`config.mk`:
```
export PLATFORM = sky130hd
export DESIGN_NAME = branch_predictor_flat
export DESIGN_NICKNAME = d
export VERILOG_FILES = /design/src/rtl/branch_predictor_pkg.sv /design/src/rtl/branch_predictor_if.sv /design/src/rtl/branch_predictor_sat_ctr2.sv /design/src/rtl/branch_predictor.sv /design/src/flat_wrapper.sv
export SDC_FILE = /design/constraint.sdc
export NUM_CORES = 2
export LEC_CHECK = 0
export ABC_AREA = 1
export CORE_UTILIZATION = 30
export CTS_CLUSTER_SIZE = 12
export DETAILED_ROUTE_END_ITERATION = 12
export PLACE_DENSITY = 0.54
export SLEW_MARGIN = 20
export SYNTH_ARGS = -nofsm -noshare
export SYNTH_HDL_FRONTEND = slang
export SYNTH_SLANG_ARGS = --single-unit
```
`constraint.sdc`:
```
create_clock -name clk -period 3.65 [get_ports clk]
set_input_delay 0.73 -clock clk [delete_from_list [all_inputs] [get_ports clk]]
set_output_delay 0.73 -clock clk [all_outputs]
set_load 0.03 [all_outputs]
```
`src/rtl/branch_predictor_pkg.sv`:
```
// Shared definitions for the branch predictor.
//   - 2-bit direction counter encodings and the reset counter value
//   - bp_entry_t: one BTB entry (valid, tag, target, ctr)
//   - pc_index / pc_tag: PC field extraction shared by lookup and update
package bp_pkg;

   localparam logic [1:0] CTR_SNT = 2'b00;  // strong not-taken
   localparam logic [1:0] CTR_WNT = 2'b01;  // weak not-taken
   localparam logic [1:0] CTR_WT  = 2'b10;  // weak taken
   localparam logic [1:0] CTR_ST  = 2'b11;  // strong taken

   localparam logic [1:0] CTR_RST = CTR_WNT;

   // Widest tag occurs at the smallest table (4 entries -> 2 index bits).
   localparam int TAG_MAX_W = 28;

   typedef struct packed {
      logic                 valid;
      logic [TAG_MAX_W-1:0] tag;
      logic [31:0]          target;
      logic [1:0]           ctr;
   } bp_entry_t;

   localparam bp_entry_t ENTRY_RST = '{valid: 1'b0, tag: '0, target: '0, ctr: CTR_RST};

   // Index is pc[idx_w+1:2]; returned zero-extended to the 256-entry maximum.
   function automatic logic [7:0] pc_index(input logic [31:0] pc, input int unsigned idx_w);
      return 8'((pc >> 2) & ((32'd1 << idx_w) - 32'd1));
   endfunction

   // Tag is pc[31:idx_w+2]; narrower tags come back zero-extended.
   function automatic logic [TAG_MAX_W-1:0] pc_tag(input logic [31:0] pc, input int unsigned idx_w);
      return TAG_MAX_W'(pc >> (idx_w + 32'd2));
   endfunction

endpackage

```
`src/rtl/branch_predictor_if.sv`:
```
// Fetch/train bundle between the IF/EX pipeline and the branch predictor.
//   master (pipeline side): drives fetch_pc, the upd_* resolution, bp_clear
//   slave  (predictor)    : drives pred_taken/pred_target, mispredict, counters
interface branch_predictor_if;

   logic        fetch_pc_dummy_unused_guard;
   logic [31:0] fetch_pc;
   logic        pred_taken;
   logic [31:0] pred_target;
   logic        upd_valid;
   logic [31:0] upd_pc;
   logic        upd_taken;
   logic [31:0] upd_target;
   logic        upd_pred_taken;
   logic [31:0] upd_pred_target;
   logic        bp_clear;
   logic        mispredict;
   logic [31:0] br_cnt;
   logic [31:0] mis_cnt;

   modport master (
      output fetch_pc, upd_valid, upd_pc, upd_taken, upd_target,
             upd_pred_taken, upd_pred_target, bp_clear,
      input  pred_taken, pred_target, mispredict, br_cnt, mis_cnt
   );

   modport slave (
      input  fetch_pc, upd_valid, upd_pc, upd_taken, upd_target,
             upd_pred_taken, upd_pred_target, bp_clear,
      output pred_taken, pred_target, mispredict, br_cnt, mis_cnt
   );

endinterface

```
`src/rtl/branch_predictor_sat_ctr2.sv`:
```
// 2-bit saturating direction counter, next-state only.
//   ctr_i   : current counter value
//   taken_i : resolved direction (1 = count up)
//   ctr_o   : next counter value, saturating at CTR_SNT / CTR_ST
module sat_ctr2
   import bp_pkg::*;
(
   input  logic [1:0] ctr_i,
   input  logic       taken_i,
   output logic [1:0] ctr_o
);

   always_comb begin
      ctr_o = ctr_i;
      if (taken_i) begin
         if (ctr_i != CTR_ST) ctr_o = ctr_i + 2'd1;
      end else begin
         if (ctr_i != CTR_SNT) ctr_o = ctr_i - 2'd1;
      end
   end

endmodule

```
`src/rtl/branch_predictor.sv`:
```
// Direct-mapped BTB next-PC predictor feeding IF.
//   clk    : single clock, rising edge
//   resetn : asynchronous active-low reset
//   bp     : slave side of branch_predictor_if
//            lookup  fetch_pc -> pred_taken / pred_target (combinational)
//            train   upd_* from EX, bp_clear, mispredict flag
//            perf    br_cnt / mis_cnt saturating counters
module branch_predictor
   import bp_pkg::*;
#(
   parameter int ENTRIES = 16
) (
   input  logic               clk,
   input  logic               resetn,
   branch_predictor_if.slave  bp
);

   localparam int IDX_W = $clog2(ENTRIES);

   bp_entry_t tbl_q [ENTRIES];
   bp_entry_t tbl_d [ENTRIES];
   logic [31:0] br_cnt_q, br_cnt_d;
   logic [31:0] mis_cnt_q, mis_cnt_d;

   logic [IDX_W-1:0]     f_idx, u_idx;
   logic [TAG_MAX_W-1:0] f_tag, u_tag;
   logic                 f_hit, u_hit;
   logic [1:0]           ctr_nxt;
   logic                 mis;

   assign f_idx = IDX_W'(pc_index(bp.fetch_pc, IDX_W));
   assign f_tag = pc_tag(bp.fetch_pc, IDX_W);
   assign u_idx = IDX_W'(pc_index(bp.upd_pc, IDX_W));
   assign u_tag = pc_tag(bp.upd_pc, IDX_W);

   // Lookup reads registered state only, so an update this cycle is not visible yet.
   always_comb begin
      f_hit          = tbl_q[f_idx].valid && (tbl_q[f_idx].tag == f_tag);
      bp.pred_taken  = f_hit && tbl_q[f_idx].ctr[1];
      bp.pred_target = bp.pred_taken ? tbl_q[f_idx].target : bp.fetch_pc + 32'd4;
   end

   // A simultaneous clear wipes the entry first, so the update must see a miss.
   assign u_hit = tbl_q[u_idx].valid && (tbl_q[u_idx].tag == u_tag) && !bp.bp_clear;

   sat_ctr2 u_sat_ctr2 (
      .ctr_i   (tbl_q[u_idx].ctr),
      .taken_i (bp.upd_taken),
      .ctr_o   (ctr_nxt)
   );

   assign mis = bp.upd_valid &&
                ((bp.upd_taken != bp.upd_pred_taken) ||
                 (bp.upd_taken && (bp.upd_target != bp.upd_pred_target)));
   assign bp.mispredict = mis;

   always_comb begin
      tbl_d = tbl_q;
      if (bp.bp_clear) begin
         for (int i = 0; i < ENTRIES; i++) tbl_d[i].valid = 1'b0;
      end
      if (bp.upd_valid) begin
         if (u_hit) begin
            tbl_d[u_idx].ctr = ctr_nxt;
            if (bp.upd_taken) tbl_d[u_idx].target = bp.upd_target;
         end else if (bp.upd_taken) begin
            tbl_d[u_idx] = '{valid: 1'b1, tag: u_tag, target: bp.upd_target, ctr: CTR_WT};
         end
      end
   end

   always_comb begin
      br_cnt_d  = br_cnt_q;
      mis_cnt_d = mis_cnt_q;
      if (bp.upd_valid && (br_cnt_q != 32'hFFFF_FFFF)) br_cnt_d  = br_cnt_q + 32'd1;
      if (mis && (mis_cnt_q != 32'hFFFF_FFFF))         mis_cnt_d = mis_cnt_q + 32'd1;
   end

   always_ff @(posedge clk or negedge resetn) begin
      if (!resetn) begin
         for (int i = 0; i < ENTRIES; i++) tbl_q[i] <= ENTRY_RST;
         br_cnt_q  <= '0;
         mis_cnt_q <= '0;
      end else begin
         for (int i = 0; i < ENTRIES; i++) tbl_q[i] <= tbl_d[i];
         br_cnt_q  <= br_cnt_d;
         mis_cnt_q <= mis_cnt_d;
      end
   end

   assign bp.br_cnt  = br_cnt_q;
   assign bp.mis_cnt = mis_cnt_q;

endmodule

```
`src/flat_wrapper.sv`:
```
// flat-port wrapper written by rule: the top's interface ports become plain ports
module branch_predictor_flat import bp_pkg::*;
#(
   parameter int ENTRIES = 16
)
  (clk, resetn, bp_fetch_pc, bp_upd_valid, bp_upd_pc, bp_upd_taken, bp_upd_target, bp_upd_pred_taken, bp_upd_pred_target, bp_bp_clear, bp_pred_taken, bp_pred_target, bp_mispredict, bp_br_cnt, bp_mis_cnt);
  branch_predictor_if bp_i ();
  input  logic clk;
  input  logic resetn;
  input wire logic [$bits(bp_i.fetch_pc)-1:0] bp_fetch_pc;
  input wire logic [$bits(bp_i.upd_valid)-1:0] bp_upd_valid;
  input wire logic [$bits(bp_i.upd_pc)-1:0] bp_upd_pc;
  input wire logic [$bits(bp_i.upd_taken)-1:0] bp_upd_taken;
  input wire logic [$bits(bp_i.upd_target)-1:0] bp_upd_target;
  input wire logic [$bits(bp_i.upd_pred_taken)-1:0] bp_upd_pred_taken;
  input wire logic [$bits(bp_i.upd_pred_target)-1:0] bp_upd_pred_target;
  input wire logic [$bits(bp_i.bp_clear)-1:0] bp_bp_clear;
  output wire logic [$bits(bp_i.pred_taken)-1:0] bp_pred_taken;
  output wire logic [$bits(bp_i.pred_target)-1:0] bp_pred_target;
  output wire logic [$bits(bp_i.mispredict)-1:0] bp_mispredict;
  output wire logic [$bits(bp_i.br_cnt)-1:0] bp_br_cnt;
  output wire logic [$bits(bp_i.mis_cnt)-1:0] bp_mis_cnt;
  assign bp_i.fetch_pc = bp_fetch_pc;
  assign bp_i.upd_valid = bp_upd_valid;
  assign bp_i.upd_pc = bp_upd_pc;
  assign bp_i.upd_taken = bp_upd_taken;
  assign bp_i.upd_target = bp_upd_target;
  assign bp_i.upd_pred_taken = bp_upd_pred_taken;
  assign bp_i.upd_pred_target = bp_upd_pred_target;
  assign bp_i.bp_clear = bp_bp_clear;
  assign bp_pred_taken = bp_i.pred_taken;
  assign bp_pred_target = bp_i.pred_target;
  assign bp_mispredict = bp_i.mispredict;
  assign bp_br_cnt = bp_i.br_cnt;
  assign bp_mis_cnt = bp_i.mis_cnt;
  branch_predictor #(.ENTRIES(ENTRIES)) u_core (.clk(clk), .resetn(resetn), .bp(bp_i));
endmodule
```
### Word level (Yosys, flattened, before mapping)

Index checks and enable logic that the tools add are counted.

* output and inout bits: 98
* input port bits: 134
* register bits: 1072
* word-level logic and storage cells: 136

* bitwise logic cells: 2
* order comparisons: 3
* reduce and logical (&&, ||, !) cells: 14
* eq/ne operators: 7
* muxes and demuxes: 39
* $add $sub $neg: 5

Operators with widths (count)
* 1008-bit 2-to-1 mux: 4
* 1008-bit bitwise mux: 3
* 63-bit demux with 4-bit select: 3
* 63-bit binary-select mux with 4-bit select: 2
* 63-bit 2-to-1 mux: 5
* 32-bit by 1-bit adder with 32-bit output, second input constant: 2
* 32-bit != test, second input constant: 2
* 28-bit by 26-bit == test with 1-bit output: 2
* 34-bit 2-to-1 mux: 1
* 32-bit by 3-bit adder with 32-bit output, second input constant: 1
* 32-bit 2-to-1 mux: 1
* 32-bit != test: 1
* 1-bit 2-to-1 mux: 16
* 5-bit greater-or-equal comparator, second input constant: 2
* 4-bit inverter with 5-bit output: 2
* 1-bit logical AND: 9
* 2-bit 2-to-1 mux: 4
* 5-bit by 1-bit less-than comparator with 1-bit output, second input constant: 1
* 2-bit nonzero test: 2
* 2-bit by 1-bit adder with 2-bit output, second input constant: 1
* 2-bit != test, second input constant: 1
* 2-bit AND reduction: 1
* 2-bit by 1-bit subtractor with 2-bit output, second input constant: 1
* 1-bit zero test: 1
* 2 further kinds: 2

### Longest topological paths before layout

* depth in word-level cells: 12
* mapped depth: 24
* depth with buffers taken out: 20

### Modules after synthesis

A second synthesis with hierarchy kept.

* cells, all modules: 8056
* area, all modules: 58835.2 µm²

By module, submodules not included
* branch_predictor: cells an instance 8050, area each 58810.2 µm², seq. area each 26845.7 µm², instances 1
* sat_ctr2: cells an instance 6, area each 25.0 µm², seq. area each 0.0 µm², instances 1

### Worst setup path after synthesis

OpenSTA, ideal clock, no wires.

* path kind: input -> output
* start point: in bp_fetch_pc[2]
* end point: out bp_pred_target[27]
* path buffers: 5
* required time: 2.920 ns
* arrival: 3.214 ns
* path slack: -0.294 ns
* cell stages on the path: 17
* cells stage by stage: buf_2 -> buf_2 -> buf_2 -> clkbuf_1 -> a21oi_1 -> o21ai_0 -> nand4_1 -> nand3_1 -> nand2_1 -> nand2_1 -> nand2_1 -> nor2_1 -> nand3_1 -> nor2_1 -> nand3_1 -> clkbuf_1 -> o21ai_1

* longest elaborated chain between the ends: 8
* elaborated cells on any way between the ends: 9
* those cells by class: add/sub: 1; eq/ne: 1; mux: 4; bitwise: 1; reduce/logical: 2

RTL lines
* start, declared: RTL line flat_wrapper.sv:10 `input wire logic [$bits(bp_i.fetch_pc)-1:0] bp_fetch_pc;`
* 4-bit inverter with 5-bit output (not written as such): RTL line branch_predictor.sv:38, branch_predictor.sv:39, branch_predictor.sv:40
* 63-bit binary-select mux with 4-bit select: RTL line branch_predictor.sv:38, branch_predictor.sv:39, branch_predictor.sv:40
* 63-bit 2-to-1 mux (not written as such) (2 in a row): RTL line branch_predictor.sv:38 `f_hit = tbl_q[f_idx].valid && (tbl_q[f_idx].tag == f_tag);`
* 28-bit by 26-bit == test with 1-bit output: RTL line branch_predictor.sv:38
* 1-bit logical AND: RTL line branch_predictor.sv:38
* 1-bit logical AND: RTL line branch_predictor.sv:39 `bp.pred_taken = f_hit && tbl_q[f_idx].ctr[1];`
* 32-bit 2-to-1 mux (*): RTL line branch_predictor.sv:40 `bp.pred_target = bp.pred_taken ? tbl_q[f_idx].target : bp.fetch_pc + 32'd4;`
* end, declared: RTL line flat_wrapper.sv:19 `output wire logic [$bits(bp_i.pred_target)-1:0] bp_pred_target;`

Every way passes the cells marked *; elsewhere a longest branch is shown, timed or not. The select of a mux whose other input is x is not followed.

### Worst setup path in the final report

* start point: in bp_fetch_pc[3]
* end point: out bp_pred_target[22]

The elaborated chain is that of the path after synthesis.

==> results.toml <==
[logic_synthesis]
synth-main-ff-cell = "dfrtp_1"
async_flop_share_pct = 100
synth_top_cell_by_area = "dfrtp_1"
ys_warn_count = 0
mappedNetlistArea_sq_um = 57600
synth.distinct_cells = 49
synthCells = 7997
synth-edff-count = 0
synth_nets = 8134
seq_area_frac_synth_pct = 46.6
synthTopCellsByArea = "dfrtp_1 (46%), nand2_1 (13%), inv_1 (7.7%)"
syn_area_per_cell_sq_um = 7.21
synth-seq-cells = 1072
post-synth-top-area-fraction_pct = 45.9

[grt]
grt_pass1_vias = 53309
grt_max_degree = 100
antenna_found_initial = 7
grt.overflow.total = 0
grt_usage_pct = 24.4
grt_first_pass_wirelength_um = 354000

[die]
rows = 160
die_y_um = 440
die_w_um = 440
core_area_sq_um = 190000
die-area_sq_um = 194000
start_util_pct = 30.3
io_pins = 232

[placement]
gp_congestion = 0.968
dpl.hpwl_um = 168000
io_buffer_count = 229
dp_slack_ps = -1160

[clocking]
tritoncts = "built"
root_buffer = "clkbuf_16"
cts_max_path_buffers = 3
h-tree-depth = 4
clkSinkCount = 1072
clk_latency_ps = 800
cts_buffers = 134
cts.clk_slew.worst_paths_ps = 60

[timing]
tightest_slew_ps = 682
fin_skew_ps = 36.1
fmax_mhz = 246
period_share_pct = 112
slew_headroom_pct = 54.5
setup_violations = 33
grt_setup_unrepaired = "yes"
period_minus_slack_ps = 4070
slew_violations = 0
setup_ws_ps = -422
timing.hold.ws_ps = 483
hold_viol_final = 0

[drt]
ant_nets = 0
wl_um = 240000
wire_per_inst_um = 21.4
drt_first_pass_iters = 6
vias_per_cell = 5.03
drc = 0
vias = 56469
drtIter0Drc = 5973

[run]
drv_cap = 0

[power]
intPower_uw = 25200
fin_total_pwr_uw = 36800
p_leak_uw = 0.0374
clockPowerShare_pct = 36.6
combPwrFrac_pct = 21.5
power.share.sequential_pct = 41.9
p_sw_share_pct = 31.5
max-vdd-ir-drop_mv = 0.489
p_sw_uw = 11600
power.density_nw_per_um2 = 491

[critical_path]
cp-start-kind = "primary input"
max_stage_delay_ps = 200
critPathKind = "primary input to output port"
crit_arrival_ps = 3340
cp_cell_sequence = "buf_12, buf_8, nand2_8, clkinv_8, buf_12, o21ai_0, nand4_1, nand2_2, nand2_1, a21oi_2, buf_6, nand2_2, nor2_2, nand2_2, nor3_4, buf_6, buf_12, buf_12, nand3_1, nand2_1, buf_6"
endpoint_kind = "output port"
crit_top_cell = "buf_12"
cp.required_ps = 2920
crit_fanout = 12
cpMaxStageDelayCell = "nand4_1"

[status]
violations = "setup timing"
run_status = "complete, but fails checks"

[cells_and_area]
fin_util_pct = 39.4
nets = 8745
synthToLayoutAreaGrowth_pct = 30.1
drive_above_1_share_pct = 14.5
fill_cells = 19354

[min_path]
hp-class = "flip-flop to flip-flop"
==> kinds of logic after synthesis <==
family                   count (synthesis)  share of synthesized area (%)
adder cells (fa/ha/maj)                  3                         0.0651
AO/OA/AOI/OAI                         1751                           16.8
XOR/XNOR                               106                           1.61
AND/OR/NAND/NOR                       3326                           23.1
buffers and inverters                 1728                           11.6
flip-flops                            1072                           46.6
multiplexers                            11                          0.191
==> per-stage QoR <==
step,instances,cell area [sq um],setup TNS [ps]
after floorplan,7997,57700,-12.9
after global placement,10927,68600,-202510
after detailed placement,10927,68600,-227090
after CTS,11195,74300,-11220
after global routing,11223,75000,-17050
final,11223,75000,-13020
==> cell usage in the layout, fill, tap and decap left out, types with 10 or more instances in the layout <==
master | netlist | final
o22ai_1 | 123 | 118
mux2i_1 | 11 | 11
clkinv_1 | 27 | 25
inv_1 | 1185 | 1159
buf_6 | 1 | 52
o2111ai_1 | 16 | 11
buf_12 | 0 | 190
dfrtp_1 | 1056 | 1056
dfstp_2 | 16 | 16
o211ai_1 | 21 | 21
buf_4 | 7 | 518
xor2_1 | 83 | 78
nand3_1 | 280 | 241
o21ai_0 | 817 | 782
nor2_2 | 1 | 15
nor2_1 | 792 | 750
nand3_2 | 1 | 37
nand4_1 | 87 | 87
clkbuf_1 | 314 | 34
inv_2 | 17 | 34
nand2_4 | 0 | 10
xnor2_1 | 23 | 20
o221ai_1 | 15 | 10
clkinv_2 | 0 | 14
clkbuf_8 | 0 | 35
o21ai_1 | 40 | 67
clkbuf_16 | 0 | 139
nand3b_1 | 21 | 21
nor4_1 | 16 | 13
a22o_1 | 23 | 23
nor2_4 | 2 | 30
nand2_2 | 16 | 68
nor3_1 | 47 | 46
a41o_1 | 18 | 18
a21oi_1 | 508 | 503
clkdlybuf4s50_1 | 0 | 184
a22oi_1 | 134 | 133
a21o_1 | 10 | 10
nand2_1 | 2054 | 1990
==> final timing paths <==
path | endpoint | depth (start not counted) | start | slack [ps]
max | bp_pred_target[22] | 21 | bp_fetch_pc[3] | -420
min | u_core.tbl_q[188] | 2 | u_core.tbl_q[188] | 480
max reg2reg | flip-flop | 18 | flip-flop | 570
min reg2reg | u_core.tbl_q[188] | 2 | u_core.tbl_q[188] | 480
max in group asynchronous | u_core.tbl_q[1007] | 4 | resetn | 1830
min in group asynchronous | async pin | 2 | resetn | 740
==> synthesized netlist by cell type (27+ instances only) <==
cell / n
a21oi_1: 508
a22oi_1: 134
buf_1: 52
buf_2: 125
clkbuf_1: 314
clkinv_1: 27
dfrtp_1: 1056
inv_1: 1185
nand2_1: 2054
nand3_1: 280
nand4_1: 87
nor2_1: 792
nor3_1: 47
o21ai_0: 817
o21ai_1: 40
o22ai_1: 123
xor2_1: 83
==> area by class of cell <==
type / instances / area (sq um) / area share, %
clock buffers: 204 / 3990 / 5.32
inverters: 1229 / 4680 / 6.24
clock inverters: 33 / 409 / 0.546
flip-flops and latches: 1072 / 26800 / 35.8
repair buffers: 973 / 10700 / 14.2
well taps: 2511 / 3140 / 4.19
diodes: 3 / 7.51 / 0.0100
multi-input cells: 5198 / 25200 / 33.7
==> power by group through the flow <==
stage / Clock, uW / Combinational (uW) / Sequential, uW
2_1_floorplan: 0 / 4330 / 15300
3_3_place_gp: 0 / 7390 / 15400
3_5_place_dp: 0 / 7530 / 15500
4_1_cts: 13700 / 7780 / 15300
5_1_grt: 14200 / 8810 / 15600
6_report: 13500 / 7920 / 15400
==> metal layers <==
metal | global-route usage, % | share of wire (%)
met2 | 38.5 | 46
met5 | 0 | 0.0054
met4 | 12.8 | 5.4
met1 | 32.3 | 42
met3 | 3.37 | 6.5
==> critical path: cells and delay by family <==
family                 cells  cell delay (ps)
buffers and inverters      9             1230
AOI/OAI and AO/OA          2              230
and+or+nand+nor           10             1130
==> repair_timing <==
action / in CTS / in global routing
gates resized for setup: 236 / 156
endpoints found under the hold margin: 43 / 0
hold buffers: 1 / 0
setup buffers: 25 / 22
pin swaps: 62 / 70
cloned: 8 / 5
setup endpoints to repair: 34 / 34
(Power assumes the default switching activity.)
